[src/rtl/pixel_remap_if.sv]
// Source-read / destination-write bus of the pixel remapper.
// master drives the strobes and addresses, slave returns read data and ready.
interface pixel_remap_if #(
    parameter int PIX_W  = 12,
    parameter int SRC_AW = 19,
    parameter int DST_AW = 17
);
    logic              src_re;
    logic [SRC_AW-1:0] src_addr;
    logic [PIX_W-1:0]  src_rdata;
    logic              dst_we;
    logic [DST_AW-1:0] dst_addr;
    logic [PIX_W-1:0]  dst_data;
    logic              dst_ready;

    modport master (
        output src_re, src_addr, dst_we, dst_addr, dst_data,
        input  src_rdata, dst_ready
    );

    modport slave (
        input  src_re, src_addr, dst_we, dst_addr, dst_data,
        output src_rdata, dst_ready
    );
endinterface

[src/rtl/pixel_remap.sv]
// Nearest-neighbour power-of-two downscaling copy from source to destination buffer.
// Define PIXEL_REMAP_MIRROR_EN to add the mirror_x horizontal-flip input.
module pixel_remap #(
    parameter int DST_W  = 320,
    parameter int DST_H  = 240,
    parameter int SHIFT  = 1,
    parameter int PIX_W  = 12,
    parameter int SRC_AW = 19,
    parameter int DST_AW = 17,
    parameter int RD_LAT = 2
) (
    input  logic clk,
    input  logic rst_n,
    input  logic start,
    input  logic cont,
`ifdef PIXEL_REMAP_MIRROR_EN
    input  logic mirror_x,
`endif
    output logic busy,
    output logic done,
    pixel_remap_if.master bus
);
    localparam int XW  = (DST_W > 1) ? $clog2(DST_W) : 1;
    localparam int YW  = (DST_H > 1) ? $clog2(DST_H) : 1;
    localparam int WCW = $clog2(RD_LAT + 1);

    localparam logic [XW-1:0]     X_LAST   = XW'(DST_W - 1);
    localparam logic [YW-1:0]     Y_LAST   = YW'(DST_H - 1);
    localparam logic [WCW-1:0]    W_LAST   = WCW'(RD_LAT - 1);
    localparam logic [SRC_AW-1:0] X_STEP   = SRC_AW'(1 << SHIFT);
    localparam logic [SRC_AW-1:0] ROW_STEP = SRC_AW'((DST_W << SHIFT) << SHIFT);
    localparam logic [SRC_AW-1:0] X_END    = SRC_AW'((DST_W - 1) << SHIFT);

    typedef enum logic [2:0] {IDLE, RD, WAIT, WR, DONE} state_t;

    state_t            state, state_n;
    logic [XW-1:0]     dst_x;
    logic [YW-1:0]     dst_y;
    logic [WCW-1:0]    wcnt;
    logic [SRC_AW-1:0] row_base;
    logic [SRC_AW-1:0] row_nxt;
    logic [SRC_AW-1:0] frm_x0;
    logic [SRC_AW-1:0] row_x0;
    logic [SRC_AW-1:0] col_nxt;
    logic              cont_q;
    logic              clr, adv, cap, fin;
    logic              is_last;

    assign is_last = (dst_x == X_LAST) && (dst_y == Y_LAST);
    assign row_nxt = row_base + ROW_STEP;

`ifdef PIXEL_REMAP_MIRROR_EN
    logic mir_q;

    always_ff @(posedge clk or negedge rst_n) begin
        if (!rst_n)   mir_q <= 1'b0;
        else if (clr) mir_q <= mirror_x;
    end

    // Mirrored rows start at the rightmost sample and walk leftwards
    assign frm_x0  = mirror_x ? X_END : '0;
    assign row_x0  = mir_q ? X_END : '0;
    assign col_nxt = mir_q ? bus.src_addr - X_STEP : bus.src_addr + X_STEP;
`else
    assign frm_x0  = '0;
    assign row_x0  = '0;
    assign col_nxt = bus.src_addr + X_STEP;
`endif

    always_ff @(posedge clk or negedge rst_n) begin
        if (!rst_n) state <= IDLE;
        else        state <= state_n;
    end

    always_comb begin
        state_n = state;
        clr     = 1'b0;
        adv     = 1'b0;
        cap     = 1'b0;
        fin     = 1'b0;
        unique case (state)
            IDLE: begin
                if (start) begin
                    clr     = 1'b1;
                    state_n = RD;
                end
            end
            RD: state_n = WAIT;
            WAIT: begin
                if (wcnt == W_LAST) begin
                    cap     = 1'b1;
                    state_n = WR;
                end
            end
            WR: begin
                if (bus.dst_ready) begin
                    if (is_last) begin
                        fin     = 1'b1;
                        state_n = DONE;
                    end else begin
                        adv     = 1'b1;
                        state_n = RD;
                    end
                end
            end
            DONE: begin
                if (cont_q) begin
                    clr     = 1'b1;
                    state_n = RD;
                end else begin
                    state_n = IDLE;
                end
            end
            default: state_n = IDLE;
        endcase
    end

    // Strobes are decoded from the next state so every output is a flop
    always_ff @(posedge clk or negedge rst_n) begin
        if (!rst_n) begin
            busy         <= 1'b0;
            done         <= 1'b0;
            bus.src_re   <= 1'b0;
            bus.dst_we   <= 1'b0;
            bus.src_addr <= '0;
            bus.dst_addr <= '0;
            bus.dst_data <= '0;
            dst_x        <= '0;
            dst_y        <= '0;
            row_base     <= '0;
            wcnt         <= '0;
            cont_q       <= 1'b0;
        end else begin
            busy       <= (state_n != IDLE);
            done       <= (state_n == DONE);
            bus.src_re <= (state_n == RD);
            bus.dst_we <= (state_n == WR);
            wcnt       <= (state == WAIT) ? wcnt + WCW'(1) : '0;
            if (cap) bus.dst_data <= bus.src_rdata;
            if (fin) cont_q <= cont;
            if (clr) begin
                dst_x        <= '0;
                dst_y        <= '0;
                row_base     <= '0;
                bus.dst_addr <= '0;
                bus.src_addr <= frm_x0;
            end else if (adv) begin
                bus.dst_addr <= bus.dst_addr + DST_AW'(1);
                if (dst_x == X_LAST) begin
                    dst_x        <= '0;
                    dst_y        <= dst_y + YW'(1);
                    row_base     <= row_nxt;
                    bus.src_addr <= row_nxt + row_x0;
                end else begin
                    dst_x        <= dst_x + XW'(1);
                    bus.src_addr <= col_nxt;
                end
            end
        end
    end
endmodule

[src/flat_wrapper.sv]
// flat-port wrapper written by rule: the top's interface ports become plain ports
module pixel_remap_flat 
#(
    parameter int DST_W  = 320,
    parameter int DST_H  = 240,
    parameter int SHIFT  = 1,
    parameter int PIX_W  = 12,
    parameter int SRC_AW = 19,
    parameter int DST_AW = 17,
    parameter int RD_LAT = 2
)
  (clk, rst_n, start, cont, busy, done, bus_src_re, bus_src_addr, bus_dst_we, bus_dst_addr, bus_dst_data, bus_src_rdata, bus_dst_ready);
  pixel_remap_if #(.PIX_W(PIX_W), .SRC_AW(SRC_AW), .DST_AW(DST_AW)) bus_i ();
  input  logic clk;
  input  logic rst_n;
  input  logic start;
  input  logic cont;
  output logic busy;
  output logic done;
  output wire logic [$bits(bus_i.src_re)-1:0] bus_src_re;
  output wire logic [$bits(bus_i.src_addr)-1:0] bus_src_addr;
  output wire logic [$bits(bus_i.dst_we)-1:0] bus_dst_we;
  output wire logic [$bits(bus_i.dst_addr)-1:0] bus_dst_addr;
  output wire logic [$bits(bus_i.dst_data)-1:0] bus_dst_data;
  input wire logic [$bits(bus_i.src_rdata)-1:0] bus_src_rdata;
  input wire logic [$bits(bus_i.dst_ready)-1:0] bus_dst_ready;
  assign bus_src_re = bus_i.src_re;
  assign bus_src_addr = bus_i.src_addr;
  assign bus_dst_we = bus_i.dst_we;
  assign bus_dst_addr = bus_i.dst_addr;
  assign bus_dst_data = bus_i.dst_data;
  assign bus_i.src_rdata = bus_src_rdata;
  assign bus_i.dst_ready = bus_dst_ready;
  pixel_remap #(.DST_W(DST_W), .DST_H(DST_H), .SHIFT(SHIFT), .PIX_W(PIX_W), .SRC_AW(SRC_AW), .DST_AW(DST_AW), .RD_LAT(RD_LAT)) u_core (.clk(clk), .rst_n(rst_n), .start(start), .cont(cont), .busy(busy), .done(done), .bus(bus_i));
endmodule
[config.mk]
export PLATFORM = sky130hd
export DESIGN_NAME = pixel_remap_flat
export DESIGN_NICKNAME = d
export VERILOG_FILES = /design/src/rtl/pixel_remap_if.sv /design/src/rtl/pixel_remap.sv /design/src/flat_wrapper.sv
export SDC_FILE = /design/constraint.sdc
export NUM_CORES = 1
export LEC_CHECK = 0
export CORE_ASPECT_RATIO = 0.8
export CORE_MARGIN = 2
export CORE_UTILIZATION = 45
export DETAILED_ROUTE_END_ITERATION = 8
export HOLD_SLACK_MARGIN = 0.03
export PLACE_DENSITY = 0.69
export SYNTH_ARGS = -nofsm -noshare
export SYNTH_HDL_FRONTEND = slang
export SYNTH_SLANG_ARGS = --single-unit
[constraint.sdc]
create_clock -name clk -period 6.5 [get_ports clk]
set_input_delay 0.65 -clock clk [delete_from_list [all_inputs] [get_ports clk]]
set_output_delay 0.65 -clock clk [all_outputs]
set_load 0.02 [all_outputs]
==> impl_metrics.csv <==
group,metric,value,unit
placement,numPortBuffers,68,
route,wl_per_cell,16.2,µm
clocking,cts_buffers,9,
synthesis,synth_top_cells_by_count,"86 x dfrtp_1, 43 x nor2_1, 37 x o21ai_0",
route,final_antenna_net_count,0,
critical_path,slowest_stage,"nor4_2",
critical_path,crit_family,"simple AND/OR/NAND/NOR gates",
clocking,cts.sinks,86,
sta,fin_crit,2.69,ns
global_routing,grt_remaining_overflow,0,
clocking,cts_setup_buffers,0,
clocking,insertion_delay,0.34,ns
synthesis,syn_avg_cell_area,9.74,µm²
sta,finalClockSkew,0.00588,ns
floorplanning,die_h,91.8,µm
critical_path,worst_setup_path_start_kind,"flop",
synthesis,ys_ff_latch,86,
synthesis,synth_top_area_frac,0.497,
cells_and_area,drive_gt1_frac,0.0798,
synthesis,synthSimpleGateAreaFrac,0.232,
clocking,cts_resized,0,
synthesis,synth_mux_area_frac,0.0407,
sta,fin_setup_tns,0,ns
floorplanning,coreArea,9490,µm²
global_routing,antenna_found_initial,0,
cells_and_area,nNetsFinal,532,
critical_path,path_cells,"ha_1, nand4_2, nor4_2, nor2_1, xnor2_1, nor2_1",
critical_path,cp-end-kind,"flop",
floorplanning,die_area,10400,µm²
global_routing,grt_max_degree,64,
global_routing,grtUsageTotal,0.207,
placement,gp_congestion,0.840,
sta,slew_headroom,0.162,
critical_path,critPathKind,"flop to flop",
power_and_ir_drop,irDropWorstVdd,312,µV
power_and_ir_drop,cellPowerDensity,320,nW/µm²
outcome,status,"completed",
sta,clock.fmax,371,MHz
critical_path,path_depth,6,
synthesis,synth_top_family_by_area,"simple AND/OR/NAND/NOR gates",
critical_path,cp.required,6.71,ns
clocking,cts_root_buf,"clkbuf_16",
critical_path,cp_data_arrival_time,2.90,ns
critical_path,slowest_delay,1.09,ns
floorplanning,initial_utilization,0.457,
synthesis,async_reset_ff_frac,1.00,
clocking,holdBufCountCts,0,
synthesis,yosysMostFrequentCell,"dfrtp_1",
hold_path,hold_class,"primary input to async pin",
sta,worstMarginPinSlew,1.25,ns
synthesis,synth_xor_area_frac,0.0647,
critical_path,regToRegSetupSlack,3.81,ns
critical_path,r2r_cells,6,
run,cap_violations,0,
sta,setup_viol,0,
synthesis,synth_compound_area_frac,0.121,
sta,hold_viol,0,
route,first_pass_iters,6,
floorplanning,dieWidth,114,µm
synthesis,synth.distinct_cells,53,
route,wirelength,10.3,mm
floorplanning,io-pin-count,69,
synthesis,synthTopCellsByArea,"dfrtp_1 50%, xnor2_1 4.4%, o21ai_0 4.3%, nor2_1 3.7%, mux2_2 3.4%",
clocking,htree_levels,3,
floorplanning,num_rows,32,
synthesis,syn_inst,445,
critical_path,worst-path-buf-inv,0,
cells_and_area,num_antenna_cells,0,
cells_and_area,post-route-util,0.571,
sta,rsz0062_at_grt,"false",
synthesis,yosysTopAreaCell,"dfrtp_1",
global_routing,grt_pass1_vias,3507,
route,vias_per_cell,5.84,
power_and_ir_drop,p_leak,2.21,nW
critical_path,critPathMostFrequentCell,"nor2_1",
clocking,cts_tree,"yes",
synthesis,ys_seq_area_frac,0.497,
route,drtIter0Drc,292,
synthesis,synth_nets,468,
critical_path,critPathMaxFanout,15,
synthesis,synth_adder_area_share,0.0173,
global_routing,grt_pass1_wl,17.3,mm
clocking,clk_pin_slew_worst_paths,0.06,ns
cells_and_area,synthToLayoutAreaGrowth,24.9,%
synthesis,ys.flop_type,"dfrtp_1",
synthesis,synth_warnings,0,
sta,final.period_utilization,0.414,
clocking,cts.path.max_buffers,2,
synthesis,syn_area,4330,µm²
synthesis,synth_edf_count,0,
sta,drv_slew,0,
placement,dp_hpwl,6.83,mm
route,drc_errors,0,
route,vias,3699,
==> registers in the layout, indices dropped and copies added (netlist names), 2 cells and up <==
signal	count
u_core.bus.dst_data	12
u_core.bus.dst_addr	17
u_core.dst_y	8
u_core.dst_x	9
u_core.row_base	11
u_core.bus.src_addr	19
u_core.wcnt	2
u_core.state	3
==> layout make-up <==
type                            count  area, µm²
Sequential cell                    86       2150
Clock inverter                      5       60.1
Timing Repair Buffer               73        716
Tap cell                          119        149
Multi-Input combinational cell    330       2070
Inverter                            9       33.8
Clock buffer                       11        233
Fill cell                         860       4070
==> per-layer routing <==
layer,part of all wire,vias up,global-route usage
li1,-,1749,-
met4,0.010,0,0.0498
met2,0.45,128,0.313
met1,0.46,1812,0.289
met5,0,-,0
met3,0.075,10,0.0694
==> layout by cell type (no fill, tap or decap), types with 5 or more instances in the layout <==
cell type         n
ha_1              6
or3_1            11
buf_4             6
xor2_1           10
nand4_1          11
xnor2_1          22
and2_1            5
nor3_1            7
o31ai_1           6
inv_1             9
nand2_1          36
clkdlybuf4s50_1  67
mux2_2           13
nor4_1           19
o21ai_0          37
dfrtp_1          86
or4_1             7
and3_1            9
clkbuf_16         9
a21oi_1          20
nand3_1          23
nor2_1           43
==> worst paths after layout <==
path	end	from
worst max-delay path	u_core.dst_x[0]	u_core.dst_x[0]
worst min-delay path	u_core.bus.src_addr[6]	rst_n
worst max register to register	u_core.dst_x[0]	u_core.dst_x[0]
worst min register to register	u_core.wcnt[0]	u_core.wcnt[0]
max in group asynchronous	u_core.dst_x[3]	rst_n
min in group clk	u_core.wcnt[0]	u_core.wcnt[0]
==> per-stage QoR <==
step	hold slack [ns]	std cells	setup slack [ns]	cell area [µm²]	total power [mW]
after floorplan	0.354	445	4.21	4330	1.00
after global placement	0.419	617	3.70	5120	1.22
after detailed placement	0.428	617	3.65	5120	1.23
after CTS	0.204	633	3.77	5420	1.75
after global routing	0.214	633	3.51	5420	1.83
final	0.197	633	3.81	5420	1.73
==> where the power goes <==
group | internal [mW] | switching (mW) | total [mW]
clock network | 0.299 | 0.212 | 0.511
registers | 0.628 | 0.0837 | 0.712
logic | 0.227 | 0.284 | 0.512
total | 1.15 | 0.580 | 1.73
==> logic make-up (layout without fill, tap and decap cells) <==
| family | after synthesis | count (layout) |
|---|---|---|
| compound gates | 88 | 88 |
| xor+xnor | 32 | 32 |
| fa+ha+maj | 6 | 6 |
| buf+inv | 29 | 98 |
| flops | 86 | 86 |
| mux | 16 | 16 |
| simple gates | 188 | 188 |
Power figures use the tool's default switching activity.
